$ cat src/rtl/drbg_out_buffer.sv
// Block FIFO behind the CTR-DRBG that serves 128-bit random blocks as OUT_W-bit words, MSB first.
// Define DRBG_OUTBUF_ZEROIZE_EN to wipe consumed entries, and all entries on reset or flush.
module drbg_out_buffer #(
  parameter int unsigned DEPTH     = 4,
  parameter int unsigned OUT_W     = 32,
  parameter int unsigned LOW_WATER = 1
) (
  input  logic                    clk,
  input  logic                    rst_n,
  input  logic                    in_valid_i,
  output logic                    in_ready_o,
  input  logic [127:0]            in_data_i,
  output logic                    out_valid_o,
  input  logic                    out_ready_i,
  output logic [OUT_W-1:0]        out_data_o,
  input  logic                    flush_i,
  output logic [$clog2(DEPTH):0]  level_o,
  output logic                    empty_o,
  output logic                    full_o,
  output logic                    low_water_o,
  output logic [31:0]             words_out_o
);

  localparam int unsigned NumSlices = 128 / OUT_W;
  localparam int unsigned SliceW    = (NumSlices > 1) ? $clog2(NumSlices) : 1;
  localparam int unsigned PtrW      = $clog2(DEPTH);
  localparam int unsigned LvlW      = $clog2(DEPTH) + 1;

  logic [127:0]      mem_q [DEPTH];
  logic [PtrW-1:0]   wr_ptr_q, wr_ptr_d;
  logic [PtrW-1:0]   rd_ptr_q, rd_ptr_d;
  logic [LvlW-1:0]   level_q, level_d;
  logic [SliceW-1:0] slice_q, slice_d;
  logic [31:0]       words_q, words_d;
  logic              push, pop, pop_last;
  logic [127:0]      head_shifted;

  assign full_o      = (level_q == LvlW'(DEPTH));
  assign empty_o     = (level_q == '0);
  assign low_water_o = (level_q < LvlW'(LOW_WATER));
  assign level_o     = level_q;
  assign words_out_o = words_q;

  // A pop never frees space for a same-cycle push: in_ready_o looks only at stored level.
  assign in_ready_o  = !full_o && !flush_i;
  assign out_valid_o = !empty_o;

  assign push     = in_valid_i && in_ready_o;
  assign pop      = out_valid_o && out_ready_i && !flush_i;
  assign pop_last = pop && (slice_q == SliceW'(NumSlices - 1));

  // Shift the head entry so the current slice lands in the top OUT_W bits.
  assign head_shifted = mem_q[rd_ptr_q] << (32'(slice_q) * OUT_W);
  assign out_data_o   = out_valid_o ? head_shifted[127 -: OUT_W] : '0;

  always_comb begin
    wr_ptr_d = wr_ptr_q;
    rd_ptr_d = rd_ptr_q;
    level_d  = level_q;
    slice_d  = slice_q;
    words_d  = words_q;
    if (push) begin
      wr_ptr_d = wr_ptr_q + 1'b1;
    end
    if (pop) begin
      words_d = words_q + 32'd1;
      if (pop_last) begin
        slice_d  = '0;
        rd_ptr_d = rd_ptr_q + 1'b1;
      end else begin
        slice_d = slice_q + 1'b1;
      end
    end
    if (push && !pop_last) begin
      level_d = level_q + 1'b1;
    end else if (!push && pop_last) begin
      level_d = level_q - 1'b1;
    end
  end

  always_ff @(posedge clk) begin
    if (!rst_n || flush_i) begin
      wr_ptr_q <= '0;
      rd_ptr_q <= '0;
      level_q  <= '0;
      slice_q  <= '0;
      words_q  <= '0;
    end else begin
      wr_ptr_q <= wr_ptr_d;
      rd_ptr_q <= rd_ptr_d;
      level_q  <= level_d;
      slice_q  <= slice_d;
      words_q  <= words_d;
    end
  end

`ifdef DRBG_OUTBUF_ZEROIZE_EN
  // Head and tail only coincide when empty or full, so wipe and write never hit one entry.
  always_ff @(posedge clk) begin
    if (!rst_n || flush_i) begin
      for (int unsigned i = 0; i < DEPTH; i++) begin
        mem_q[i] <= '0;
      end
    end else begin
      if (pop_last) begin
        mem_q[rd_ptr_q] <= '0;
      end
      if (push) begin
        mem_q[wr_ptr_q] <= in_data_i;
      end
    end
  end
`else
  always_ff @(posedge clk) begin
    if (rst_n && push) begin
      mem_q[wr_ptr_q] <= in_data_i;
    end
  end
`endif

endmodule

$ cat config.mk
export PLATFORM = sky130hd
export DESIGN_NAME = drbg_out_buffer
export DESIGN_NICKNAME = d
export VERILOG_FILES = /design/src/rtl/drbg_out_buffer.sv
export SDC_FILE = /design/constraint.sdc
export NUM_CORES = 1
export LEC_CHECK = 0
export BUFFER_PORTS_ARGS = -buffer_cell sky130_fd_sc_hd__buf_4
export CORE_MARGIN = 5
export CORE_UTILIZATION = 45
export DETAILED_ROUTE_END_ITERATION = 8
export PLACE_DENSITY = 0.66
export SYNTH_ARGS = -nofsm -noshare
export SYNTH_HDL_FRONTEND = slang
export SYNTH_SLANG_ARGS = --single-unit
$ cat constraint.sdc
create_clock -name clk -period 4.7 [get_ports clk]
set_input_delay 0.94 -clock clk [delete_from_list [all_inputs] [get_ports clk]]
set_output_delay 0.94 -clock clk [all_outputs]
set_load 0.01 [all_outputs]
**Yosys cells after proc, flatten, opt, wreduce, memory -nomap -nowiden**

Memories as Yosys holds them, arrays and structs flattened. A register that Yosys moved wholly into a read port is not among the register bits.
Index checks and enable logic that the tools add are counted.

- Bits in registers: 41
- Latch bits: 0
- RAM bits: 512
- Memory bits (read-only): 0
- Memories kept: 1

- Add/subtract/negate cells: 6
- $mul: 0
- Div/mod/pow operators: 0
- Magnitude comparators: 1
- Eq/ne operators: 2
- Shift-type cells: 1
- Muxes and demuxes: 8
- Bitwise logic cells: 0
- Reductions and logical operators: 18

Memories:

| memory | depth | width | rd ports | clocked after Yosys merged registers in | write ports | RTL line | source |
|---|---|---|---|---|---|---|---|
| mem_q | 4 | 128 | 1 | 1 | 1 | 29 | `logic [127:0] mem_q [DEPTH];` |

Operator list:

| operator | number |
|---|---|
| $shl A128 B7 Y128 | 1 |
| $add A32 B1 Y32 const B | 1 |
| $mux W32 | 1 |
| $logic_and A1 B1 Y1 | 8 |
| $add A2 B1 Y2 const B | 3 |
| $logic_not A1 Y1 | 6 |
| $mux W2 | 3 |
| $mux W3 | 2 |
| $add A3 B1 Y3 const B | 1 |
| $eq A3 B3 Y1 const B | 1 |
| $logic_not A3 Y1 | 1 |
| $lt A3 B1 Y1 const B | 1 |
| $sub A3 B1 Y3 const B | 1 |
| $eq A2 B2 Y1 const B | 1 |
| $mux W1 | 2 |
| $reduce_and A2 Y1 | 1 |
| $reduce_bool A2 Y1 | 1 |
| $logic_or A1 B1 Y1 | 1 |

**Logic depth before layout (Yosys ltp)**

- Depth in word-level cells: 8
- Gate-level depth with buffers: 11
- Gate-level depth less buffers: 9

**Worst setup path before layout**

Ideal clock, no wire load.

- Path type: input -> register
- Start point: input flush_i
- End point: memory mem_q[1][0] (enable)
- Setup time: 0.503 ns
- Data arrival time: 4.607 ns
- Data required time: 4.197 ns
- Setup slack: -0.411 ns
- Stages on the path: 4
- Buffers on the path: 1
- Cells stage by stage: a21oi_1 > and2_1 > clkbuf_1 > and3_1

- Longest elaborated chain between the ends: 6

Ends and longest elaborated chain:

| item | RTL line | source |
|---|---|---|
| start: declaration | 16 | `input logic flush_i,` |
| $logic_not A1 Y1 | 45 | `assign in_ready_o = !full_o && !flush_i;` |
| $logic_and A1 B1 Y1 | 45 |  |
| $logic_and A1 B1 Y1 | 48 | `assign push = in_valid_i && in_ready_o;` |
| $logic_and A1 B1 Y1 | 115 | `if (rst_n && push) begin` |
| $mux W1 | 115 |  |
| $mux W1 (implied by the code) | 116 | `mem_q[wr_ptr_q] <= in_data_i;` |
| end: declaration | 29 |  |

No other way between the ends.

**Worst setup path after layout**

- Start point: register level_q[0], in the netlist level_o[0]
- End point: output out_data_o[6]

- Longest elaborated chain between the ends: 2

Ends and longest elaborated chain:

| item | RTL line | source |
|---|---|---|
| start: declaration | 32 | `logic [LvlW-1:0] level_q, level_d;` |
| start signal: assignment | 91 | `level_q <= level_d;` |
| $logic_not A3 Y1 | 39 | `assign empty_o = (level_q == '0);` |
| $mux W32 | 54 | `assign out_data_o = out_valid_o ? head_shifted[127 -: OUT_W] : '0;` |
| end: declaration | 15 | `output logic [OUT_W-1:0] out_data_o,` |

No other way between the ends.

==> run summary <==
- output port — critical path capture point type
- 92.6% — share of the clock period used by the worst path after layout
- 5030 sq um — area used by multi-input combinational logic
- 1.72 ns — Worst R2R Setup Slack
- 0% — share of flip-flops with an asynchronous set or reset
- 3 — clock tree buffer depth
- 45.6 mm — Total Wirelength
- edfxtp_1 — predominant post-synthesis flop cell
- 32 — maximum fanout along the worst path
- 229 microns — die outline height
- edfxtp_1, mux4_2, mux2i_1 — top cells by count, synth
- 1046 — Post-Synthesis Cells
- edfxtp_1, mux4_2, dfxtp_1, mux2i_1, o22ai_1 — cells taking the most area after synthesis
- 1837 — Placed Cells
- 204 — IO buf count
- 0 — overall overflow remaining after global route
- 0 — Setup Viol. Count Final
- 1422 — Final nets
- 5 — first-pass detailed-route iteration total
- reg2reg — Hold Path Class
- 1189 — Syn Nets
- 16200 sq um — Reg area
- 54.1% — fraction of power consumed by sequential logic
- 8.18 nW — leakage
- 0 — maxcap violations
- 0.06 ns — clock-pin slew on the worst setup and hold paths
- clkbuf_16 — clock root buffer
- reg2out — WS Path Type
- level_o[0]$_SDFFE_PP0P_ — launch point of the worst reg-to-reg path
- 3646 — filler cell count in the final layout
- 37 — Cell variety after synth
- 2 — H-Tree Depth
- 10.1 mW — total power of the final layout
- 0 ns — Setup TNS
- 34.4% — fraction of layout instances using a drive strength above 1
- 71.3% — top-area cell type share of the netlist area
- 3.1% — combinational share of power
- 30.9% — worst relative slew slack
- 11252 — vias in the first global route
- 8.10 mW — internal cell power
- completed — run status
- 69.7 mm — wire length of the first global-routing pass
- 0 — # DRC
- 10779 — total vias in the final route
- 0 — Post CTS Setup Buffer Count
- 0.230 GHz — maximum clock frequency
- 3.76 ns — required time at the endpoint of the critical path
- 0.791 — global placement routability congestion
- 1940 — final non-filler cell total
- 20.6 sq um — synthesized area divided by synthesized cell count
- 1.97 mW — Net Sw Power
- words_out_o[30]$_SDFFE_PP0P_ — worst hold path startpoint
- 9 — antenna violations before repair
- mem_q[0][121]$_DFFE_PP_ — Crit Reg-Reg Endpoint
- 4.35 ns — fin crit period
- 0.59 ns — clock latency on the worst-skew pair
- 28.2 mm — hpwl dp
- 67 — largest net degree at the start of global routing
- 45.4% — Starting Density
- 52400 sq um — die outline area
- edfxtp_1 — most frequent cell after synthesis
- 0.494 ns — final worst hold slack
- 0 — post-cts hold buffer count
- 42.7% — share of total power in the clock network
- 17.3% — global-route usage over all layers
- false — setup repair after global routing missed its margin
- 555 — flop and latch count out of synthesis
- 6 — number of cell instances on the worst register-to-register path
- built — clock tree from TritonCTS
- 21600 sq um — Syn Std Cell Area
- 23.5 microns — average wire per cell in the routed design
- 0 — max-slew violation count
- 392 nW/um^2 — total power density per cell area
- 19.6% — switching share of total power
- words_out_o[30]$_SDFFE_PP0P_ — WHS Endpoint
- edfxtp_1 — cell taking the most area after synthesis
- 75.3% — share of the yosys chip area belonging to registers
- 1.04 ns — slew at the pin closest to its max-slew limit
- 55 — clock buffer count from CTS
- 0 — hold violation total from the final report
- 80 — row count
- 5.56 — via/cell ratio
- 2 — worst hold path stage count
- 47500 sq um — core outline area
- 0 — number of routed nets with antenna violations
- 0.000301 V — maximum ir drop on the vdd rail
- 19.2% — area delta synth->final
- 0 — post-cts resize count
- 991 — count of routing violations after the opening detailed-route iteration
- 0 — warning count from the yosys run
- 205 — number of placed I/O pins
- 555 — sink count of the clock tree
- 229 microns — die width
- 512 — number of flops mapped to enable cells by yosys
- 3.41 ns — arrival time of data at the critical path endpoint
- 0.0136 ns — worst clock skew on the final layout
- flop — crit path launch type
final cells by class:
cell class / count / area share [%]
multi-input combinational: 425 / 19.6
clock buffer: 69 / 5.64
sequential: 555 / 63.2
clock inverter: 33 / 1.26
antenna: 1 / 0.00973
inverter: 8 / 0.117
tap: 615 / 2.99
timing repair buffer: 234 / 7.22
logic make-up after synthesis:
family / after synthesis / share of synthesized area [%]
flip-flops: 555 / 75.3
AND/OR/NAND/NOR: 125 / 3.35
buffers and inverters: 66 / 1.51
multiplexers: 198 / 16.6
AO/OA/AOI/OAI: 81 / 2.22
adder cells (fa/ha/maj): 10 / 0.580
XOR/XNOR: 11 / 0.447
worst max-delay path, cell delays in order (launching register included):
cell,delay [ns]
dfxtp_1,0.41
inv_1,0.10
ha_1,0.23
nand2b_1,0.47
nand2_2,0.75
o22ai_1,0.63
buf_4,0.21
placed cells by master, fill, tap and decap left out, types with 8 or more instances in the layout:
| master | synthesis | routed |
|---|---|---|
| buf_12 | 0 | 8 |
| o21ai_0 | 8 | 8 |
| mux2i_1 | 70 | 70 |
| or4_1 | 15 | 15 |
| or3_1 | 9 | 9 |
| buf_4 | 0 | 226 |
| nor2_1 | 14 | 14 |
| clkbuf_16 | 0 | 56 |
| ha_1 | 10 | 10 |
| xor2_1 | 10 | 10 |
| nand2_1 | 20 | 19 |
| clkbuf_1 | 28 | 13 |
| a21oi_1 | 28 | 28 |
| clkinv_2 | 0 | 10 |
| clkinv_1 | 0 | 12 |
| o22ai_1 | 32 | 32 |
| nand4_1 | 10 | 10 |
| o31ai_1 | 13 | 13 |
| dfxtp_1 | 43 | 40 |
| nand3_1 | 18 | 18 |
| inv_1 | 8 | 8 |
| edfxtp_1 | 512 | 512 |
| mux4_2 | 128 | 128 |
registers in the layout (all words and copies together), names as in the netlist, named ones only:
signal and flops:
mem_q 512, words_out_o 32, level_o 3, rd_ptr_q 2, slice_q 2, wr_ptr_q 2
layer usage:
layer	share of wire (%)	up-vias	global-route usage (%)
met2	49	309	27.3
met5	0.19	-	0
met4	1.3	12	3.18
met1	43	5557	24.4
met3	7.1	63	5.03
li1	-	4838	-
worst max path at each step:
stage                                  from                     to  depth (start not counted)
floorplan                           flush_i  mem_q[0][0]$_DFFE_PP_                          4
global placement    level_o[0]$_SDFFE_PP0P_          out_data_o[6]                          6
detailed placement  level_o[0]$_SDFFE_PP0P_          out_data_o[6]                          6
CTS                 level_o[0]$_SDFFE_PP0P_          out_data_o[6]                          6
global route        level_o[0]$_SDFFE_PP0P_          out_data_o[6]                          6
finish              level_o[0]$_SDFFE_PP0P_          out_data_o[6]                          6
through the flow:
stage               utilization, %  worst slack (ns)  instance area (sq um)
floorplan                        -              1.05                  21600
global placement              50.3              1.09                  23900
detailed placement            50.3              1.00                  23900
CTS                           54.1             0.355                  25700
global route                  54.1             0.163                  25700
finish                        54.1             0.348                  25700
power by group through the flow:
stage | Sequential (mW) | Clock, mW | Combinational (mW)
2_1_floorplan | 5.55 | 0 | 0.117
3_3_place_gp | 5.55 | 0 | 0.308
3_5_place_dp | 5.55 | 0 | 0.317
4_1_cts | 5.45 | 4.41 | 0.318
5_1_grt | 5.45 | 4.65 | 0.342
6_report | 5.45 | 4.30 | 0.315
(Power assumes the default switching activity.)
